File: config.mk
export PLATFORM = sky130hd
export DESIGN_NAME = io_output_bank
export DESIGN_NICKNAME = d
export VERILOG_FILES = /design/src/rtl/io_output_bank.sv
export SDC_FILE = /design/constraint.sdc
export NUM_CORES = 1
export LEC_CHECK = 0
export CAP_MARGIN = 5
export CORE_MARGIN = 2
export CORE_UTILIZATION = 58
export CTS_BUF_LIST = sky130_fd_sc_hd__clkbuf_8 sky130_fd_sc_hd__clkbuf_16
export CTS_CLUSTER_SIZE = 12
export DETAILED_ROUTE_END_ITERATION = 12
export DONT_BUFFER_PORTS = 1
export PLACE_DENSITY = 0.76
export SLEW_MARGIN = 25
export SYNTH_ARGS = -nofsm -noshare
export SYNTH_HDL_FRONTEND = slang
export SYNTH_SLANG_ARGS = --single-unit
File: constraint.sdc
create_clock -name clock -period 7.95 [get_ports clock]
set_clock_uncertainty 0.2 [all_clocks]
set_input_delay 1.59 -clock clock [delete_from_list [all_inputs] [get_ports clock]]
set_output_delay 1.59 -clock clock [all_outputs]
set_load 0.03 [all_outputs]
File: src/rtl/io_output_bank.sv
// io_output_bank: plain write-only output ports plus a signed-decimal port with double-dabble BCD conversion.
// Optional readback mux enabled by defining IO_OUT_READBACK_EN.
module io_output_bank #(
    parameter int          DATA_W     = 32,
    parameter int          NUM_PORTS  = 4,
    parameter logic [5:0]  BASE_IDX   = 6'h20,
    parameter int          BCD_DIGITS = 10
) (
    input  logic                          clock,
    input  logic                          reset,
    input  logic [31:0]                   addr,
    input  logic [DATA_W-1:0]             datain,
    input  logic                          write_io_enable,
    output logic [NUM_PORTS*DATA_W-1:0]   out_ports,
    output logic                          sign_out,
    output logic [4*BCD_DIGITS-1:0]       bcd_out,
    output logic                          bcd_busy,
    output logic                          bcd_valid,
    output logic [DATA_W-1:0]             rdata
);
    localparam int CW = $clog2(DATA_W) + 1;
    localparam int BW = 4 * BCD_DIGITS;

    typedef enum logic {IDLE, CONV} state_t;
    state_t state, state_nx;

    logic [5:0]        off;
    logic              sig_wr, done, neg;
    logic [CW-1:0]     cnt;
    logic [DATA_W-1:0] mag, mag_in, shift;
    logic [BW-1:0]     scratch, adj, scratch_nx;
    logic              unused_bits;

    assign off        = addr[7:2] - BASE_IDX;
    assign sig_wr     = write_io_enable && off == 6'(NUM_PORTS);
    assign done       = state == CONV && cnt == CW'(DATA_W - 1);
    assign mag_in     = datain[DATA_W-1] ? ~datain + 1'b1 : datain;
    assign bcd_busy   = state == CONV;
    assign scratch_nx = {adj[BW-2:0], shift[DATA_W-1]};

    // add-3 correction applied to every digit before the shift
    for (genvar i = 0; i < BCD_DIGITS; i++) begin : g_adj
        assign adj[4*i +: 4] = scratch[4*i +: 4] >= 4'd5 ? scratch[4*i +: 4] + 4'd3 : scratch[4*i +: 4];
    end

    always_ff @(posedge clock or posedge reset)
        if (reset) state <= IDLE;
        else       state <= state_nx;

    always_comb begin
        state_nx = state;
        if (sig_wr)    state_nx = CONV;
        else if (done) state_nx = IDLE;
    end

    always_ff @(posedge clock or posedge reset) begin
        if (reset) begin
            out_ports <= '0;
            sign_out  <= 1'b0;
            bcd_out   <= '0;
            bcd_valid <= 1'b0;
            neg       <= 1'b0;
            mag       <= '0;
            shift     <= '0;
            scratch   <= '0;
            cnt       <= '0;
        end else begin
            for (int i = 0; i < NUM_PORTS; i++)
                if (write_io_enable && off == 6'(i)) out_ports[i*DATA_W +: DATA_W] <= datain;
            if (sig_wr) begin
                neg       <= datain[DATA_W-1];
                mag       <= mag_in;
                shift     <= mag_in;
                scratch   <= '0;
                cnt       <= '0;
                bcd_valid <= 1'b0;
            end else if (state == CONV) begin
                shift   <= {shift[DATA_W-2:0], 1'b0};
                scratch <= scratch_nx;
                cnt     <= done ? '0 : cnt + 1'b1;
                if (done) begin
                    bcd_out   <= scratch_nx;
                    sign_out  <= neg;
                    bcd_valid <= 1'b1;
                end
            end
        end
    end

`ifdef IO_OUT_READBACK_EN
    always_comb begin
        rdata = '0;
        for (int i = 0; i < NUM_PORTS; i++)
            if (off == 6'(i)) rdata = out_ports[i*DATA_W +: DATA_W];
        if (off == 6'(NUM_PORTS))     rdata = neg ? ~mag + 1'b1 : mag;
        if (off == 6'(NUM_PORTS + 1)) rdata = DATA_W'({bcd_valid, bcd_busy});
    end
    assign unused_bits = ^{addr[31:8], addr[1:0]};
`else
    assign rdata       = '0;
    assign unused_bits = ^{addr[31:8], addr[1:0], mag};
`endif
endmodule
## After elaboration in Yosys (flattened, before gate mapping)

Cells that the tools add are included.

- Bits in latches: 0
- Flip-flop bits (word level): 250
- Input bits: 67
- Bits in read-only memories: 0
- Memory bits (writable): 0
- Memories: 0

- Multiplexer cells: 23
- Multiply operators: 0
- Equal/unequal tests: 5
- Bitwise operators: 2
- Reductions and logical operators: 11
- Shift-type cells: 0
- Order comparisons: 10
- Divide/modulo/power cells: 0
- Add/subtract/negate cells: 13

Operators with widths:

| cell | number |
|---|---|
| 32-bit two-way mux | 3 |
| 40-bit two-way mux | 2 |
| 4-bit by 3-bit >= comparator with 1-bit output, second input constant | 10 |
| 4-bit by 2-bit adder with 4-bit output, second input constant | 9 |
| 4-bit two-way mux | 9 |
| 32-bit by 1-bit adder with 32-bit output, second input constant | 1 |
| 32-bit inverter | 1 |
| 6-bit two-way mux | 3 |
| 6-bit by 2-bit equality test with 1-bit output, second input constant | 2 |
| 6-bit by 1-bit adder with 6-bit output, second input constant | 1 |
| 6-bit by 1-bit equality test with 1-bit output, second input constant | 1 |
| 6-bit by 3-bit equality test with 1-bit output, second input constant | 1 |
| 6-bit by 5-bit equality test with 1-bit output, second input constant | 1 |
| 1-bit logical AND | 6 |
| 6-bit zero test | 1 |
| 6-bit subtractor, second input constant | 1 |
| 1-bit two-way mux | 5 |
| 2-bit nonzero test | 2 |
| 3-bit by 2-bit adder with 3-bit output, second input constant | 1 |
| 3-bit two-way mux | 1 |
| 3-bit AND reduction | 1 |
| 2-bit AND reduction | 1 |
| 1-bit inverter | 1 |

## Depth between registers and ports, before layout

Gate-level depths: netlist (run 1).

- Depth in word-level cells: 5
- Depth in mapped cells: 8

## Least setup slack after synthesis (run 1)

No wires, ideal clock.

- Path type: input to register
- From: in datain[18]
- To: reg shift[24]
- Arrival time: 3.010 ns
- Path buffers: 1
- Slack: 4.612 ns
- Stages on the path: 6
- Required time: 7.622 ns
- Cell sequence: buf_6 -> or3_1 -> or4b_1 -> o41ai_2 -> xor2_1 -> o21ai_1

- Word-level cells in the longest chain between the ends: 4

Ends and longest elaborated chain:

| what | RTL line | source |
|---|---|---|
| from (decl) | 12 | `input logic [DATA_W-1:0] datain,` |
| 32-bit inverter | 37 | `assign mag_in = datain[DATA_W-1] ? ~datain + 1'b1 : datain;` |
| 32-bit by 1-bit adder with 32-bit output | 37 |  |
| 32-bit two-way mux | 37 |  |
| 32-bit two-way mux | 70 | `if (sig_wr) begin` |
| to (signal assigned) | 73 | `shift <= mag_in;` |
| to (signal assigned) | 78 | `shift <= {shift[DATA_W-2:0], 1'b0};` |
| to (decl) | 30 | `logic [DATA_W-1:0] mag, mag_in, shift;` |

Every way passes these cells.
A chain may end at the register's enable or synchronous reset.

## Worst setup path in the final report (run 1)

- From: reg state, in the netlist bcd_busy
- To: out bcd_busy

RTL lines:

| what | RTL line | source |
|---|---|---|
| from (decl) | 25 | `state_t state, state_nx;` |
| from (signal assigned) | 48 | `else state <= state_nx;` |
| to (decl) | 17 | `output logic bcd_busy,` |

No word-level cell between the ends.

==> flow_metrics.tcl, run 1 <==
set metrics [dict create \
    r2r_end "bcd_out[30]" \
    synth_area_leaders "dfrtp_1, mux2_2, mux2i_1" \
    via_per_inst 5.79 \
    die_area_um2 21400 \
    p_clk_share_pct 25.3 \
    cts.sinks 250 \
    grt_usage_pct 22.0 \
    routabilityCongestion 0.766 \
    path_cells "buf_4" \
    arrival_ns 2.16 \
    grt_max_degree 164 \
    path_class "reg -> out" \
    p_per_area_nw_per_um2 361 \
    post_cts_buffers 0 \
    place_area_um2 11800 \
    share_seq_of_total_power_pct 49.9 \
    start_util_pct 58.6 \
    critPathMaxStageDelay_ns 0.82 \
    ys_dominant_reg_cell "dfrtp_1" \
    cts.clk_slew.worst_paths_ns 0.06 \
    slew_headroom_pct 32.9 \
    dr_total_vias 7311 \
    r2r_start "bcd_busy" \
    critical_path_buf_inv_count 1 \
    outcome "finished, final reports clean" \
    r2r_setup_slack_ns 4.36 \
    drive_gt1_share_pct 20.7 \
    hold_violations 0 \
    yosysTopAreaCell "dfrtp_1" \
    grt_pass1_wl_mm 38.8 \
    numCtsBuffers 27 \
    clk_latency_ns 0.52 \
    cp_slowest_cell "dfrtp_4" \
    hold_path_startpoint "neg" \
    yosys_warnings 0 \
    cpLargestDelayFamily "flip-flops" \
    diodes 0 \
    fin_tns_setup_ns 0 \
    worstMarginPinSlew_ns 1.00 \
    remaining_drc_errors 0 \
    ios 270 \
    hold_end "neg" \
    crit_path_start_kind "flop" \
    coreArea_um2 20000 \
    cts_resized 0 \
    avgRoutedWirePerCell_um 18.6 \
    cp_max_fo 62 \
    whs_path_depth 2 \
    io_buffers 0 \
    rows 52 \
    yosys.cell_types.count 46 \
    dpl.cell_count 1221 \
    drv_cap 0 \
    min_path_type "reg -> reg" \
    stdcell_count 1263 \
    crit_cells 1 \
    dpl.hpwl_mm 15.0 \
    synth_edf_count 0 \
    syn_inst 1009 \
    syn_area_per_cell_um2 11.6 \
    finalSetupViolations 0 \
    ff2ff_path_depth 6 \
    clk_root_buffer_cell "clkbuf_16" \
    die_w_um 146 \
    finalCriticalPeriod_ns 3.95 \
    dr.pass1.iters 4 \
    yosysTopAreaCellShare_pct 53.2 \
    drt_iter0_drc 403 \
    p_total_mw 4.56 \
    cp.required_ns 6.16 \
    rsz0062_at_grt "no" \
    htree_levels 1 \
    ctsHoldBuffers 0 \
    die_h_um 146 \
    wl_mm 23.5 \
    syn-cell-area_um2 11800 \
    grt_pass1_vias 7328 \
    p_comb_share_pct 24.8 \
    fmax_mhz 253 \
    ys_async_sr_fraction_pct 100 \
    switching_share_pct 37.6 \
    slew_viol_final 0 \
    p_leak_nw 5.89 \
    yosysSeqAreaShare_pct 53.2 \
    mostFrequentLayoutCells "dfrtp_1, mux2_2, o21ai_0" \
    finalInstanceArea_um2 12600 \
    antenna_found_initial 0 \
    cts.path.max_buffers 3 \
    ys_ff_latch 250 \
    cts_tree "yes" \
    p_sw_mw 1.72 \
    p_int_mw 2.84 \
    ir_worst_vdd_v 0.000186 \
    syn_to_final_growth_pct 7.34 \
    final_common_cell "dfrtp_1" \
    ant_nets 0 \
    end_kind "primary output" \
    grt.overflow.total 0 \
    min_period_over_period_pct 49.7 \
    nets 1069 \
]
[routing by layer]
layer  share of wire (%)  global-route usage [%]
met1                  42                    29.2
met2                  48                    35.9
met3                 8.2                    6.94
met4                 1.7                    4.90
met5                   0                       0
[final cells by class]
cell class	count	area, µm²
clock buffer	31	731
clock inverter	11	78.8
fill	1588	7430
inverter	26	101
multi-input combinational	667	5020
sequential	250	6260
tap	270	338
timing repair buffer	8	80.1
[stage by stage]
stage	util, %	setup WS (ns)	hold slack [ns]
floorplan	-	2.87	0.242
global placement	58.9	4.20	0.263
detailed placement	58.9	4.15	0.265
CTS	62.9	3.97	0.280
global route	62.9	3.87	0.305
finish	62.9	4.00	0.273
[power groups by stage]
stage	logic [mW]	registers [mW]	clock network, mW
after global routing	1.29	2.33	1.23
after floorplan	1.02	2.18	0
after global placement	1.08	2.28	0
after detailed placement	1.14	2.30	0
final	1.13	2.27	1.15
after CTS	1.14	2.28	1.18
[registers in the layout, indices dropped and copies added, names as in the netlist]
| signal | count |
|---|---|
| bcd_valid | 1 |
| sign_out | 1 |
| neg | 1 |
| bcd_busy | 1 |
| out_ports | 128 |
| cnt | 6 |
| shift | 32 |
| scratch | 40 |
| bcd_out | 40 |
[cells in the mapped netlist, types with 2 or more instances]
| master | instances |
|---|---|
| dfrtp_1 | 250 |
| mux2_2 | 140 |
| o21ai_0 | 63 |
| a21oi_1 | 62 |
| nand2_1 | 57 |
| mux2i_1 | 41 |
| clkbuf_1 | 39 |
| nor2_1 | 36 |
| a211oi_1 | 32 |
| buf_4 | 32 |
| inv_1 | 26 |
| xor2_1 | 26 |
| nor2b_1 | 23 |
| ha_1 | 22 |
| nor3b_1 | 22 |
| xnor2_1 | 16 |
| buf_2 | 15 |
| nand2b_1 | 14 |
| nand3_1 | 14 |
| nor3_1 | 10 |
| o31ai_1 | 10 |
| buf_1 | 8 |
| and2_1 | 6 |
| nand4_1 | 4 |
| a311oi_1 | 3 |
| mux2_1 | 3 |
| nand4b_1 | 3 |
| nor4_4 | 3 |
| o41ai_2 | 3 |
| or2_2 | 3 |
| or3_1 | 3 |
| a21boi_0 | 2 |
| and3_1 | 2 |
| buf_6 | 2 |
| nor4_1 | 2 |
| o41ai_1 | 2 |
[kinds of logic (layout without fill, tap and decap cells)]
| group | Yosys count | in the layout | synth area share, % |
|---|---|---|---|
| simple gates | 207 | 207 | 9.68 |
| compound gates | 180 | 180 | 9.14 |
| other cells | 1 | 32 | 0.0319 |
| xor+xnor | 42 | 42 | 3.13 |
| fa+ha+maj | 22 | 22 | 2.34 |
| buf+inv | 123 | 76 | 5.25 |
| flops | 250 | 250 | 53.2 |
| mux | 184 | 184 | 17.2 |
[how the worst max path moves through the flow]
stage              from             end  slack [ns]
6_report       bcd_busy        bcd_busy        4.00
3_5_place_dp    addr[6]   out_ports[99]        4.15
2_1_floorplan     reset        bcd_busy        2.87
4_1_cts        bcd_busy        bcd_busy        3.97
5_1_grt        bcd_busy        bcd_busy        3.87
3_3_place_gp    addr[6]  out_ports[100]        4.20
No activity file was read; power rests on OpenSTA's default activity.
==> run 2: changes to the inputs <==
--- a/config.mk
+++ b/config.mk
@@ -7,12 +7,12 @@
 export LEC_CHECK = 0
 export CAP_MARGIN = 5
 export CORE_MARGIN = 2
-export CORE_UTILIZATION = 58
+export CORE_UTILIZATION = 64
 export CTS_BUF_LIST = sky130_fd_sc_hd__clkbuf_8 sky130_fd_sc_hd__clkbuf_16
 export CTS_CLUSTER_SIZE = 12
 export DETAILED_ROUTE_END_ITERATION = 12
 export DONT_BUFFER_PORTS = 1
-export PLACE_DENSITY = 0.76
+export PLACE_DENSITY = 0.8
 export SLEW_MARGIN = 25
 export SYNTH_ARGS = -nofsm -noshare
 export SYNTH_HDL_FRONTEND = slang
==> constraint.sdc (replaced) <==
create_clock -name clock -period 4.1 [get_ports clock]
set_clock_uncertainty 0.2 [all_clocks]
set_input_delay 0.82 -clock clock [delete_from_list [all_inputs] [get_ports clock]]
set_output_delay 0.82 -clock clock [all_outputs]
set_load 0.03 [all_outputs]
==> run 2 against run 1 <==
  * Critical path depth unchanged
  * Worst setup slack lost 3.0 ns
  * Via count up 0.25%
  * Sequential cell count unchanged
  * Combinational power rose by 98%
  * Critical endpoint unchanged
  * Utilization increased by 7.0 points
  * First-iteration DRC count shrank 21%
==> flow_metrics.tcl, run 2 (synthesis results as in run 1) <==
set metrics [dict create \
    grt_pass1_wl_mm 38.8 \
    remaining_drc_errors 0 \
    cpLargestDelayFamily "flip-flops" \
    clk_latency_ns 0.51 \
    avgRoutedWirePerCell_um 19.4 \
    wl_met1_mm 9.80 \
    min_path_type "in -> async" \
    ff2ff_path_depth 5 \
    ctsHoldBuffers 0 \
    slew_headroom_pct 35.8 \
    nets 1072 \
    final_common_cell "dfrtp_1" \
    grt_pass1_vias 7665 \
    dr_total_vias 7329 \
    drt_iter0_drc 317 \
    ff_latch_area_um2 6260 \
    cts.path.max_buffers 3 \
    ir_worst_vdd_v 0.000500 \
    rsz0062_at_grt "no" \
    reg.largest.list "out_ports (128), bcd_out (40), scratch (40)" \
    die_h_um 140 \
    arrival_ns 2.13 \
    path_class "reg -> out" \
    routabilityCongestion 0.756 \
    crit_cells 1 \
    ios 270 \
    numCtsBuffers 26 \
    critical_path_buf_inv_count 1 \
    cts_resized 0 \
    dr.pass1.iters 6 \
    multi_input_area_um2 5020 \
    post_cts_buffers 0 \
    finalSetupViolations 0 \
    p_total_mw 8.77 \
    cts.sinks 250 \
    p_per_area_nw_per_um2 698 \
    diodes 0 \
    finalCriticalPeriod_ns 3.15 \
    coreArea_um2 18000 \
    top_layer "met4" \
    syn_to_final_growth_pct 6.94 \
    critPathMaxStageDelay_ns 0.80 \
    min_period_over_period_pct 76.9 \
    grt.overflow.total 0 \
    drive_gt1_share_pct 20.6 \
    wl_met3_mm 1.78 \
    drv_cap 0 \
    end_kind "primary output" \
    rows 49 \
    largest_reg_flops 128 \
    fmax_mhz 317 \
    wl_mm 23.8 \
    die_area_um2 19500 \
    holdWs_ns 0.0489 \
    hold_violations 0 \
    via_per_inst 5.98 \
    grt_max_degree 110 \
    crit_path_start_kind "flop" \
    htree_levels 1 \
    met2_length_mm 11.7 \
    cp.required_ns 3.08 \
    n_fill_cell 1236 \
    cts.clk_slew.worst_paths_ns 0.06 \
    ant_nets 0 \
    antenna_found_initial 0 \
    path_cells "buf_4" \
    slew_viol_final 0 \
    clk_root_buffer_cell "clkbuf_16" \
    p_leak_nw 5.91 \
    dpl.hpwl_mm 15.5 \
    worstMarginPinSlew_ns 0.961 \
    io_buffers 0 \
    largest-register "out_ports" \
    outcome "finished, final reports clean" \
    cts_tree "yes" \
    die_w_um 140 \
    start_util_pct 65.4 \
    grt_usage_pct 24.2 \
    cp_slowest_cell "dfrtp_4" \
    cp_max_fo 66 \
    mostFrequentLayoutCells "dfrtp_1, mux2_2, o21ai_0" \
]
[run 2: cell types whose count changed in the layout (fill, tap and decap cells not counted), sizes merged]
cell | previous run | this run
clkinvlp | 2 | 1
inv | 28 | 33
clkinv | 6 | 4
buf | 8 | 12
clkbuf | 31 | 30
bufinv | 1 | 0
[run 2: per-stage QoR]
stage	area [µm²]	TNS (ns)	std cells	worst slack, ns	util, %
2_1_floorplan	11900	-51.92	1040	-0.208	-
3_3_place_gp	11800	0	1184	1.18	65.7
3_5_place_dp	11800	0	1184	1.14	65.7
4_1_cts	12600	0	1226	0.912	70.0
5_1_grt	12600	0	1226	0.809	70.0
6_report	12600	0	1226	0.948	70.0
[run 2: final timing paths]
| path | start | slack [ns] | to |
|---|---|---|---|
| max in group asynchronous | reset | 2.70 | out_ports[16] |
| hold reg to reg | neg | 0.28 | neg |
| min in group clock | datain[2] | 0.25 | out_ports[2] |
| hold / removal | reset | 0.05 | scratch[5] |
| setup reg to reg | bcd_busy | 1.28 | bcd_out[2] |
| setup / recovery | bcd_busy | 0.95 | bcd_busy |
[run 2: report_power, final]
group	internal, mW	total, mW	switching, mW
sequential	3.14	4.41	1.27
clock	1.23	2.12	0.889
combinational	1.06	2.24	1.18
total	5.43	8.77	3.34
[run 2: final cells by class]
class,instances,share of cell area [%]
Clock inverter,12,0.398
Multi-Input combinational cell,667,40.0
Inverter,26,0.806
Sequential cell,250,49.8
Tap cell,229,2.28
Timing Repair Buffer,12,1.02
Clock buffer,30,5.70
[run 2: metal layers]
layer,vias up,track usage [%]
met5,-,0
met4,0,6.70
met3,43,6.81
met2,225,40.9
met1,3658,30.9
li1,3403,-
